`src/rtl/xps2_rx_pkg.sv`:
```
// xps2_rx_pkg: shared constants and types for the PS/2 keyboard receiver.
//   - PS/2 prefix codes (break F0, extended E0)
//   - frame FSM state encoding
//   - bus register addresses and bit positions of the STATUS/CTRL/DATA words
//   - odd-parity helper for received frames
package xps2_rx_pkg;

    localparam int DATA_W = 32;
    localparam int EVT_W  = 10;

    localparam logic [7:0] PS2_BRK = 8'hF0;
    localparam logic [7:0] PS2_EXT = 8'hE0;

    localparam logic ADDR_DATA = 1'b0;
    localparam logic ADDR_STAT = 1'b1;

    localparam int ST_PERR_BIT  = 0;
    localparam int ST_FERR_BIT  = 1;
    localparam int ST_OVR_BIT   = 2;
    localparam int ST_EMPTY_BIT = 3;
    localparam int ST_FULL_BIT  = 4;
    localparam int ST_COUNT_LSB = 16;
    localparam int RD_VALID_BIT = 31;

    localparam int CTRL_CLR_BIT   = 0;
    localparam int CTRL_FLUSH_BIT = 1;

    typedef enum logic [1:0] {
        ST_IDLE   = 2'd0,
        ST_DATA   = 2'd1,
        ST_PARITY = 2'd2,
        ST_STOP   = 2'd3
    } ps2_state_e;

    // Eight data bits plus parity must hold an odd number of ones.
    function automatic logic odd_parity_ok(input logic [7:0] code, input logic par);
        return ^{code, par};
    endfunction

endpackage

```
`src/rtl/xps2_rx_if.sv`:
```
// xps2_rx_if: CPU data-bus select/read/write interface of the PS/2 receiver.
//   sel      peripheral select
//   we       write enable, read when 0
//   addr     0: DATA, 1: STATUS/CTRL
//   data_in  write data
//   data_out read data (registered in the peripheral)
//   irq      interrupt, high while events are buffered
interface xps2_rx_if;
    import xps2_rx_pkg::*;

    logic              sel;
    logic              we;
    logic              addr;
    logic [DATA_W-1:0] data_in;
    logic [DATA_W-1:0] data_out;
    logic              irq;

    modport master (output sel, we, addr, data_in, input data_out, irq);
    modport slave  (input sel, we, addr, data_in, output data_out, irq);

endinterface

```
`src/rtl/xps2_rx_fifo.sv`:
```
// xps2_rx_fifo: synchronous FIFO for key events.
//   clk, rst   clock, synchronous active-high reset
//   flush_i    empties the FIFO (wins over push/pop)
//   push_i     write wdata_i; dropped with ovr_o pulse when full and not popping
//   pop_i      advance the read pointer (ignored when empty)
//   rdata_o    head entry; the bus logic registers it into data_out
//   full_o, empty_o, count_o   occupancy
//   ovr_o      one-cycle pulse when a push was dropped
module xps2_rx_fifo #(
    parameter int ADDR_W = 3,
    parameter int WIDTH  = 10
) (
    input  logic              clk,
    input  logic              rst,
    input  logic              flush_i,
    input  logic              push_i,
    input  logic [WIDTH-1:0]  wdata_i,
    input  logic              pop_i,
    output logic [WIDTH-1:0]  rdata_o,
    output logic              full_o,
    output logic              empty_o,
    output logic [ADDR_W:0]   count_o,
    output logic              ovr_o
);

    localparam int DEPTH = 1 << ADDR_W;
    localparam int CNT_W = ADDR_W + 1;

    logic [WIDTH-1:0]  mem_q [DEPTH];
    logic [ADDR_W-1:0] wr_ptr_q;
    logic [ADDR_W-1:0] rd_ptr_q;
    logic [CNT_W-1:0]  count_q;
    logic              pop_ok;
    logic              push_ok;

    assign full_o  = (count_q == CNT_W'(DEPTH));
    assign empty_o = (count_q == '0);
    assign pop_ok  = pop_i && !empty_o;
    // A pop in the same cycle frees a slot, so a push into a full FIFO still lands.
    assign push_ok = push_i && (!full_o || pop_ok);
    assign ovr_o   = push_i && !push_ok && !flush_i;
    assign rdata_o = mem_q[rd_ptr_q];
    assign count_o = count_q;

    always_ff @(posedge clk) begin
        if (rst || flush_i) begin
            wr_ptr_q <= '0;
            rd_ptr_q <= '0;
            count_q  <= '0;
        end else begin
            if (push_ok) wr_ptr_q <= wr_ptr_q + ADDR_W'(1);
            if (pop_ok)  rd_ptr_q <= rd_ptr_q + ADDR_W'(1);
            case ({push_ok, pop_ok})
                2'b10:   count_q <= count_q + CNT_W'(1);
                2'b01:   count_q <= count_q - CNT_W'(1);
                default: count_q <= count_q;
            endcase
        end
    end

    always_ff @(posedge clk) begin
        if (push_ok && !flush_i) mem_q[wr_ptr_q] <= wdata_i;
    end

endmodule

```
`src/rtl/xps2_rx.sv`:
```
// xps2_rx: PS/2 keyboard receiver peripheral.
//   clk, rst     system clock, synchronous active-high reset
//   ps2_clk_i    raw PS/2 clock (asynchronous)
//   ps2_data_i   raw PS/2 data (asynchronous)
//   bus          CPU bus slave: DATA read pops {valid, brk, ext, code},
//                STATUS read returns count/full/empty/ovr/ferr/perr,
//                CTRL write bit0 clears errors, bit1 flushes FIFO and prefixes.
//
// Frame FSM:
//   state     | meaning
//   ST_IDLE   | waiting for a start bit (data=0 on a filtered falling edge)
//   ST_DATA   | shifting 8 data bits, LSB first
//   ST_PARITY | latching the parity bit
//   ST_STOP   | checking stop bit and odd parity, delivering the byte
module xps2_rx
    import xps2_rx_pkg::*;
#(
    parameter int FIFO_ADDR_W = 3,
    parameter int FILT_LEN    = 4,
    parameter int TIMEOUT_CYC = 100000,
    parameter int BREAK_EN    = 1
) (
    input  logic      clk,
    input  logic      rst,
    input  logic      ps2_clk_i,
    input  logic      ps2_data_i,
    xps2_rx_if.slave  bus
);

    localparam int FCNT_W = (FILT_LEN > 2) ? $clog2(FILT_LEN) : 1;
    localparam int TMR_W  = $clog2(TIMEOUT_CYC);
    localparam logic [TMR_W-1:0] TMR_LOAD = TMR_W'(TIMEOUT_CYC - 1);

    logic [1:0]        clk_sync_q;
    logic [1:0]        dat_sync_q;
    logic              filt_q;
    logic [FCNT_W-1:0] filt_cnt_q;
    logic              filt_switch;
    logic              fall;
    logic              dat_s;

    ps2_state_e        state_q, state_d;
    logic [2:0]        bitcnt_q, bitcnt_d;
    logic [7:0]        shift_q, shift_d;
    logic              par_q, par_d;
    logic              byte_vld_q, byte_vld_d;
    logic              set_perr, set_ferr;

    logic [TMR_W-1:0]  tmr_q;
    logic              tmr_reload;
    logic              tmr_tc;
    logic              armed_q;

    logic              brk_q, brk_d, ext_q, ext_d;
    logic              push;
    logic              perr_q, ferr_q, ovr_q;

    logic              rd_data, rd_stat, wr_ctrl, clr_err, flush;
    logic [EVT_W-1:0]  fifo_rdata;
    logic              fifo_full, fifo_empty, fifo_ovr;
    logic [FIFO_ADDR_W:0] fifo_count;
    logic [DATA_W-1:0] data_word, stat_word, data_out_q;
    logic              irq_q;
    logic              unused_data_in;

    // Filter: the level only follows the synchronised clock after FILT_LEN equal samples.
    assign filt_switch = (clk_sync_q[1] != filt_q) && (filt_cnt_q == FCNT_W'(FILT_LEN - 1));
    assign fall        = filt_switch && filt_q;
    assign dat_s       = dat_sync_q[1];

    always_ff @(posedge clk) begin
        if (rst) begin
            clk_sync_q <= 2'b11;
            dat_sync_q <= 2'b11;
            filt_q     <= 1'b1;
            filt_cnt_q <= '0;
        end else begin
            clk_sync_q <= {clk_sync_q[0], ps2_clk_i};
            dat_sync_q <= {dat_sync_q[0], ps2_data_i};
            if (clk_sync_q[1] == filt_q) begin
                filt_cnt_q <= '0;
            end else if (filt_switch) begin
                filt_q     <= clk_sync_q[1];
                filt_cnt_q <= '0;
            end else begin
                filt_cnt_q <= filt_cnt_q + FCNT_W'(1);
            end
        end
    end

    // One down-counter serves two purposes: mid-frame it is the inactivity
    // timeout; after reset it measures idle-high time so that a frame cut by
    // reset is not mistaken for a new one (armed_q gates start-bit detection).
    assign tmr_reload = fall || ((state_q == ST_IDLE) && (armed_q || !filt_q));
    assign tmr_tc     = (tmr_q == '0);

    always_ff @(posedge clk) begin
        if (rst) begin
            tmr_q   <= TMR_LOAD;
            armed_q <= 1'b0;
        end else begin
            if (tmr_reload)   tmr_q <= TMR_LOAD;
            else if (!tmr_tc) tmr_q <= tmr_q - TMR_W'(1);
            if ((state_q == ST_IDLE) && tmr_tc) armed_q <= 1'b1;
        end
    end

    always_ff @(posedge clk) begin
        if (rst) begin
            state_q    <= ST_IDLE;
            bitcnt_q   <= '0;
            shift_q    <= '0;
            par_q      <= 1'b0;
            byte_vld_q <= 1'b0;
        end else begin
            state_q    <= state_d;
            bitcnt_q   <= bitcnt_d;
            shift_q    <= shift_d;
            par_q      <= par_d;
            byte_vld_q <= byte_vld_d;
        end
    end

    always_comb begin
        state_d    = state_q;
        bitcnt_d   = bitcnt_q;
        shift_d    = shift_q;
        par_d      = par_q;
        byte_vld_d = 1'b0;
        set_perr   = 1'b0;
        set_ferr   = 1'b0;
        if ((state_q != ST_IDLE) && !fall && tmr_tc) begin
            state_d  = ST_IDLE;
            set_ferr = 1'b1;
        end else if (fall) begin
            case (state_q)
                ST_IDLE: begin
                    if (armed_q && !dat_s) begin
                        state_d  = ST_DATA;
                        bitcnt_d = '0;
                    end
                end
                ST_DATA: begin
                    shift_d  = {dat_s, shift_q[7:1]};
                    bitcnt_d = bitcnt_q + 3'd1;
                    if (bitcnt_q == 3'd7) state_d = ST_PARITY;
                end
                ST_PARITY: begin
                    par_d   = dat_s;
                    state_d = ST_STOP;
                end
                ST_STOP: begin
                    state_d = ST_IDLE;
                    // A bad stop bit outranks a parity fault.
                    if (!dat_s)                             set_ferr   = 1'b1;
                    else if (!odd_parity_ok(shift_q, par_q)) set_perr   = 1'b1;
                    else                                    byte_vld_d = 1'b1;
                end
                default: state_d = ST_IDLE;
            endcase
        end
    end

    // Byte decode. shift_q holds until the next frame's first data bit, so it
    // is still the delivered byte one cycle after STOP.
    always_comb begin
        push  = 1'b0;
        brk_d = brk_q;
        ext_d = ext_q;
        if (flush) begin
            brk_d = 1'b0;
            ext_d = 1'b0;
        end else if (byte_vld_q) begin
            if (shift_q == PS2_BRK) begin
                brk_d = 1'b1;
            end else if (shift_q == PS2_EXT) begin
                ext_d = 1'b1;
            end else begin
                push  = (BREAK_EN != 0) || !brk_q;
                brk_d = 1'b0;
                ext_d = 1'b0;
            end
        end
    end

    assign rd_data = bus.sel && !bus.we && (bus.addr == ADDR_DATA);
    assign rd_stat = bus.sel && !bus.we && (bus.addr == ADDR_STAT);
    assign wr_ctrl = bus.sel &&  bus.we && (bus.addr == ADDR_STAT);
    assign clr_err = wr_ctrl && bus.data_in[CTRL_CLR_BIT];
    assign flush   = wr_ctrl && bus.data_in[CTRL_FLUSH_BIT];
    assign unused_data_in = ^bus.data_in[DATA_W-1:2];

    xps2_rx_fifo #(
        .ADDR_W (FIFO_ADDR_W),
        .WIDTH  (EVT_W)
    ) u_fifo (
        .clk     (clk),
        .rst     (rst),
        .flush_i (flush),
        .push_i  (push),
        .wdata_i ({brk_q, ext_q, shift_q}),
        .pop_i   (rd_data),
        .rdata_o (fifo_rdata),
        .full_o  (fifo_full),
        .empty_o (fifo_empty),
        .count_o (fifo_count),
        .ovr_o   (fifo_ovr)
    );

    always_comb begin
        data_word = '0;
        if (!fifo_empty) begin
            data_word[RD_VALID_BIT] = 1'b1;
            data_word[EVT_W-1:0]    = fifo_rdata;
        end
        stat_word = '0;
        stat_word[ST_COUNT_LSB +: FIFO_ADDR_W+1] = fifo_count;
        stat_word[ST_FULL_BIT]  = fifo_full;
        stat_word[ST_EMPTY_BIT] = fifo_empty;
        stat_word[ST_OVR_BIT]   = ovr_q;
        stat_word[ST_FERR_BIT]  = ferr_q;
        stat_word[ST_PERR_BIT]  = perr_q;
    end

    always_ff @(posedge clk) begin
        if (rst) begin
            brk_q      <= 1'b0;
            ext_q      <= 1'b0;
            perr_q     <= 1'b0;
            ferr_q     <= 1'b0;
            ovr_q      <= 1'b0;
            irq_q      <= 1'b0;
            data_out_q <= '0;
        end else begin
            brk_q  <= brk_d;
            ext_q  <= ext_d;
            perr_q <= set_perr || (perr_q && !clr_err);
            ferr_q <= set_ferr || (ferr_q && !clr_err);
            ovr_q  <= fifo_ovr || (ovr_q  && !clr_err);
            irq_q  <= !fifo_empty;
            if (rd_data)      data_out_q <= data_word;
            else if (rd_stat) data_out_q <= stat_word;
        end
    end

    assign bus.data_out = data_out_q;
    assign bus.irq      = irq_q;

endmodule
```
`src/flat_wrapper.sv`:
```
// flat-port wrapper written by rule: the top's interface ports become plain ports
module xps2_rx_flat import xps2_rx_pkg::*;
#(
    parameter int FIFO_ADDR_W = 3,
    parameter int FILT_LEN    = 4,
    parameter int TIMEOUT_CYC = 100000,
    parameter int BREAK_EN    = 1
)
  (clk, rst, ps2_clk_i, ps2_data_i, bus_sel, bus_we, bus_addr, bus_data_in, bus_data_out, bus_irq);
  xps2_rx_if bus_i ();
  input  logic clk;
  input  logic rst;
  input  logic ps2_clk_i;
  input  logic ps2_data_i;
  input wire logic [$bits(bus_i.sel)-1:0] bus_sel;
  input wire logic [$bits(bus_i.we)-1:0] bus_we;
  input wire logic [$bits(bus_i.addr)-1:0] bus_addr;
  input wire logic [$bits(bus_i.data_in)-1:0] bus_data_in;
  output wire logic [$bits(bus_i.data_out)-1:0] bus_data_out;
  output wire logic [$bits(bus_i.irq)-1:0] bus_irq;
  assign bus_i.sel = bus_sel;
  assign bus_i.we = bus_we;
  assign bus_i.addr = bus_addr;
  assign bus_i.data_in = bus_data_in;
  assign bus_data_out = bus_i.data_out;
  assign bus_irq = bus_i.irq;
  xps2_rx #(.FIFO_ADDR_W(FIFO_ADDR_W), .FILT_LEN(FILT_LEN), .TIMEOUT_CYC(TIMEOUT_CYC), .BREAK_EN(BREAK_EN)) u_core (.clk(clk), .rst(rst), .ps2_clk_i(ps2_clk_i), .ps2_data_i(ps2_data_i), .bus(bus_i));
endmodule
```
`config.mk`:
```
export PLATFORM = sky130hd
export DESIGN_NAME = xps2_rx_flat
export DESIGN_NICKNAME = d
export VERILOG_FILES = /design/src/rtl/xps2_rx_pkg.sv /design/src/rtl/xps2_rx_if.sv /design/src/rtl/xps2_rx_fifo.sv /design/src/rtl/xps2_rx.sv /design/src/flat_wrapper.sv
export SDC_FILE = /design/constraint.sdc
export NUM_CORES = 1
export LEC_CHECK = 0
export ABC_AREA = 1
export BUFFER_PORTS_ARGS = -buffer_cell sky130_fd_sc_hd__buf_2
export CORE_MARGIN = 3
export CORE_UTILIZATION = 35
export DETAILED_ROUTE_END_ITERATION = 12
export PLACE_DENSITY = 0.62
export RECOVER_POWER = 50
export SETUP_SLACK_MARGIN = 0.2
export SLEW_MARGIN = 20
export SYNTH_ARGS = -nofsm -noshare
export SYNTH_HDL_FRONTEND = slang
export SYNTH_SLANG_ARGS = --single-unit
```
`constraint.sdc`:
```
create_clock -name clk -period 3.45 [get_ports clk]
set_clock_uncertainty 0.15 [all_clocks]
set_input_delay 0 -clock clk [delete_from_list [all_inputs] [get_ports clk]]
set_output_delay 0 -clock clk [all_outputs]
set_load 0.1 [all_outputs]
```
==> flow_summary.json <==
{
  "path_max_fanout": 10,
  "setup_tns_ps": 0,
  "grt_pass1_vias": 4392,
  "async_flop_share_pct": 0,
  "startpoint": "u_core.filt_cnt_q[0]",
  "ys_warn_count": 0,
  "insertion_delay_ps": 420,
  "clockBufferDepth": 2,
  "multi_input_area_sq_um": 2384,
  "path_class": "flip-flop to flip-flop",
  "netlist_area_sq_um": 6680,
  "chipHeight_um": 144.2,
  "use_met1_pct": 18.44,
  "die_w_um": 144.2,
  "pwr_density_cell_nw_per_um2": 519.1,
  "worstReg2RegStart": "u_core.filt_cnt_q[0]",
  "dieArea_sq_um": 20780,
  "synthCells": 676,
  "core_sq_um": 18330,
  "cts_resized": 0,
  "vias": 4678,
  "synth_ff_type": "edfxtp_1",
  "cts_buffers": 17,
  "ctsHtreeMaxLevel": 4,
  "yosysUniqueCellTypes": 50,
  "regArea_sq_um": 3884,
  "outcome": "finished, final reports clean",
  "cpMaxStageDelayCell": "nor3_1",
  "ir_drop_uv": 350.0,
  "max_freq_mhz": 385.1,
  "p_leak_uw": 0.003019,
  "row_count": 49,
  "use_met2_pct": 21.90,
  "initial_utilization_pct": 36.44,
  "fin_nets": 774,
  "rsz0062_at_grt": "no",
  "synth_edf_count": 80,
  "synth_seq_cells": 154,
  "ys_seq_area_share_pct": 58.14,
  "ant_nets": 0,
  "hold_viol": 0,
  "vias_per_cell": 4.858,
  "drcViolationCount": 0,
  "io_pins": 72,
  "grt_pass1_wl_mm": 22.02,
  "place_congestion": 0.7952,
  "timing.final.crit_share_pct": 75.27,
  "period_minus_slack_ps": 2597,
  "io_buffers": 24,
  "cap_violations": 0,
  "dp_hpwl_mm": 8.723,
  "cp.required_ps": 3610,
  "crit_family": "simple AND/OR/NAND/NOR gates",
  "dp_slack_ps": 893.4,
  "cts_sinks": 154,
  "clkTransAtPathRegs_ps": 60,
  "syn_area_per_cell_sq_um": 9.882,
  "worstMarginPinSlew_ps": 1228,
  "wl_per_cell_um": 14.24,
  "layout-drive-gt1-share_pct": 11.58,
  "hold_start": "bus_data_in[1]",
  "cts_tree": "done",
  "diodes": 0,
  "slowest_delay_ps": 830,
  "cp-end-kind": "flip-flop",
  "slew_violations": 0,
  "root_buffer": "clkbuf_16",
  "post-route-util_pct": 41.83,
  "setup_slack_ps": 853.3,
  "drt_iter0_markers": 282,
  "hold_class": "primary input to flip-flop",
  "nFillCells": 1737,
  "hold_ws_ps": 50.96,
  "routed_wl_mm": 13.72,
  "area_delta_synth_final_pct": 14.78,
  "busiest_layer": "met2",
  "crit_arrival_ps": 2750,
  "worst_setup_path_start_kind": "flip-flop",
  "setup_viol": 0,
  "grt_overflow": 0,
  "cp_cell_sequence": "ha_1 -> nand3_1 -> inv_1 -> nor3_1 -> inv_2 -> a211o_1",
  "worstPathBufferInverterCount": 2,
  "antenna_found_initial": 0,
  "grt_use_met3_pct": 3.175,
  "grt_max_degree": 41,
  "grt_use_total_pct": 13.70,
  "slew_headroom_pct": 18.46,
  "dr.pass1.iters": 4
}
[what timing repair did]
item | CTS | global route
hold endpoints to repair | 27 | 0
buffers inserted | 0 | 0
hold buffers | 9 | 0
[cell usage in the layout (no fill, tap or decap), types with 8 or more instances in the layout]
cell type       n
a21oi_1        43
ha_1           13
o211ai_1       14
dlygate4sd3_1   9
clkbuf_16      17
nor3_1         10
nor2_1         97
xnor2_1         9
conb_1         17
o21ai_0        57
buf_4          12
nand2_1        82
edfxtp_1       80
inv_1          51
o221ai_1        8
dfxtp_1        74
mux2i_1         8
nand3_1        30
clkbuf_1       18
[sequential cells by signal (all words and copies together) (netlist names), 2 cells and up, named ones only]
name	cells
u_core.bitcnt_q	3
u_core.bus.data_out	15
u_core.clk_sync_q	2
u_core.dat_sync_q	2
u_core.filt_cnt_q	2
u_core.shift_q	8
u_core.state_q	2
u_core.tmr_q	17
u_core.u_fifo.count_o	4
u_core.u_fifo.mem_q	80
u_core.u_fifo.rd_ptr_q	3
u_core.u_fifo.wr_ptr_q	3
[path summary, 6_finish.rpt]
path | endpoint | slack [ps] | cells after the start
worst max-delay path | u_core.tmr_q[3] | 850 | 6
worst min-delay path | u_core.u_fifo.wr_ptr_q[1] | 50 | 4
worst max register to register | u_core.tmr_q[3] | 850 | 6
worst min register to register | u_core.dat_sync_q[1] | 260 | 1
[metal layers]
layer | vias up | wire [um]
li1 | 2373 | -
met1 | 2179 | 6250
met2 | 107 | 6412
met3 | 19 | 858
met4 | 0 | 194
met5 | - | 0
[report_power, final]
part / total (uW) / internal (uW) / leakage, uW / switching, uW
registers: 1920 / 1920 / 0.00149 / 7.31
clock network: 1880 / 1170 / 0.000292 / 713
logic: 176 / 23.4 / 0.00124 / 152
[cell families (layout without fill, tap and decap cells)]
kind of cell | count (synthesis) | count (layout) | synth area share, %
AO/OA/AOI/OAI | 137 | 137 | 11.69
XOR/XNOR | 12 | 12 | 1.573
adder cells (fa/ha/maj) | 14 | 14 | 2.735
buffers and inverters | 96 | 138 | 6.574
flip-flops | 154 | 154 | 58.14
multiplexers | 8 | 8 | 1.199
other | 1 | 17 | 0.05614
AND/OR/NAND/NOR | 254 | 254 | 18.04
[cell type report]
cell class	instances	area share, %
well taps	229	3.737
flip-flops and latches	154	50.65
clock buffers	19	5.907
inverters	60	2.986
clock inverters	13	1.942
repair buffers	46	3.688
multi-input cells	442	31.09
[synth_stat cells (2+ instances only)]
cell	instances	area, sq um
xnor2_1	9	78.83
xor2_1	3	26.28
nand2_1	81	304.0
mux2i_1	8	80.08
edfxtp_1	80	2402
a21oi_1	43	215.2
a22oi_1	2	15.01
a211oi_1	3	22.52
or2_2	4	25.02
dfxtp_1	74	1481
inv_1	50	187.7
nor2_2	4	25.02
nand2_2	7	43.79
inv_4	2	12.51
inv_2	7	26.28
nor2_4	3	33.78
a31oi_1	3	18.77
o211ai_1	14	105.1
o221ai_1	8	70.07
nand2_4	2	22.52
buf_2	5	25.02
nand3_1	29	145.1
buf_4	18	135.1
ha_1	13	162.7
o21ai_1	2	10.01
nand3_2	4	40.04
nor2_1	96	360.4
nor3_1	9	45.04
nor3_2	2	20.02
nand4_1	3	18.77
or2_1	2	12.51
o21ai_0	57	285.3
clkbuf_1	12	45.04
[metrics by stage]
step                      instances  area, sq um  total power, uW
after floorplan                 692         6740             2126
after global placement          922         7036             2134
after detailed placement        922         7036             2134
after CTS                       963         7727             4020
after global routing            963         7667             4105
final                           963         7667             3980
[worst min-delay path, cell delays in order]
cell	delay, ps
buf_2	80
nand4_1	190
nand3_2	220
a211oi_1	90
(Power assumes the default switching activity.)
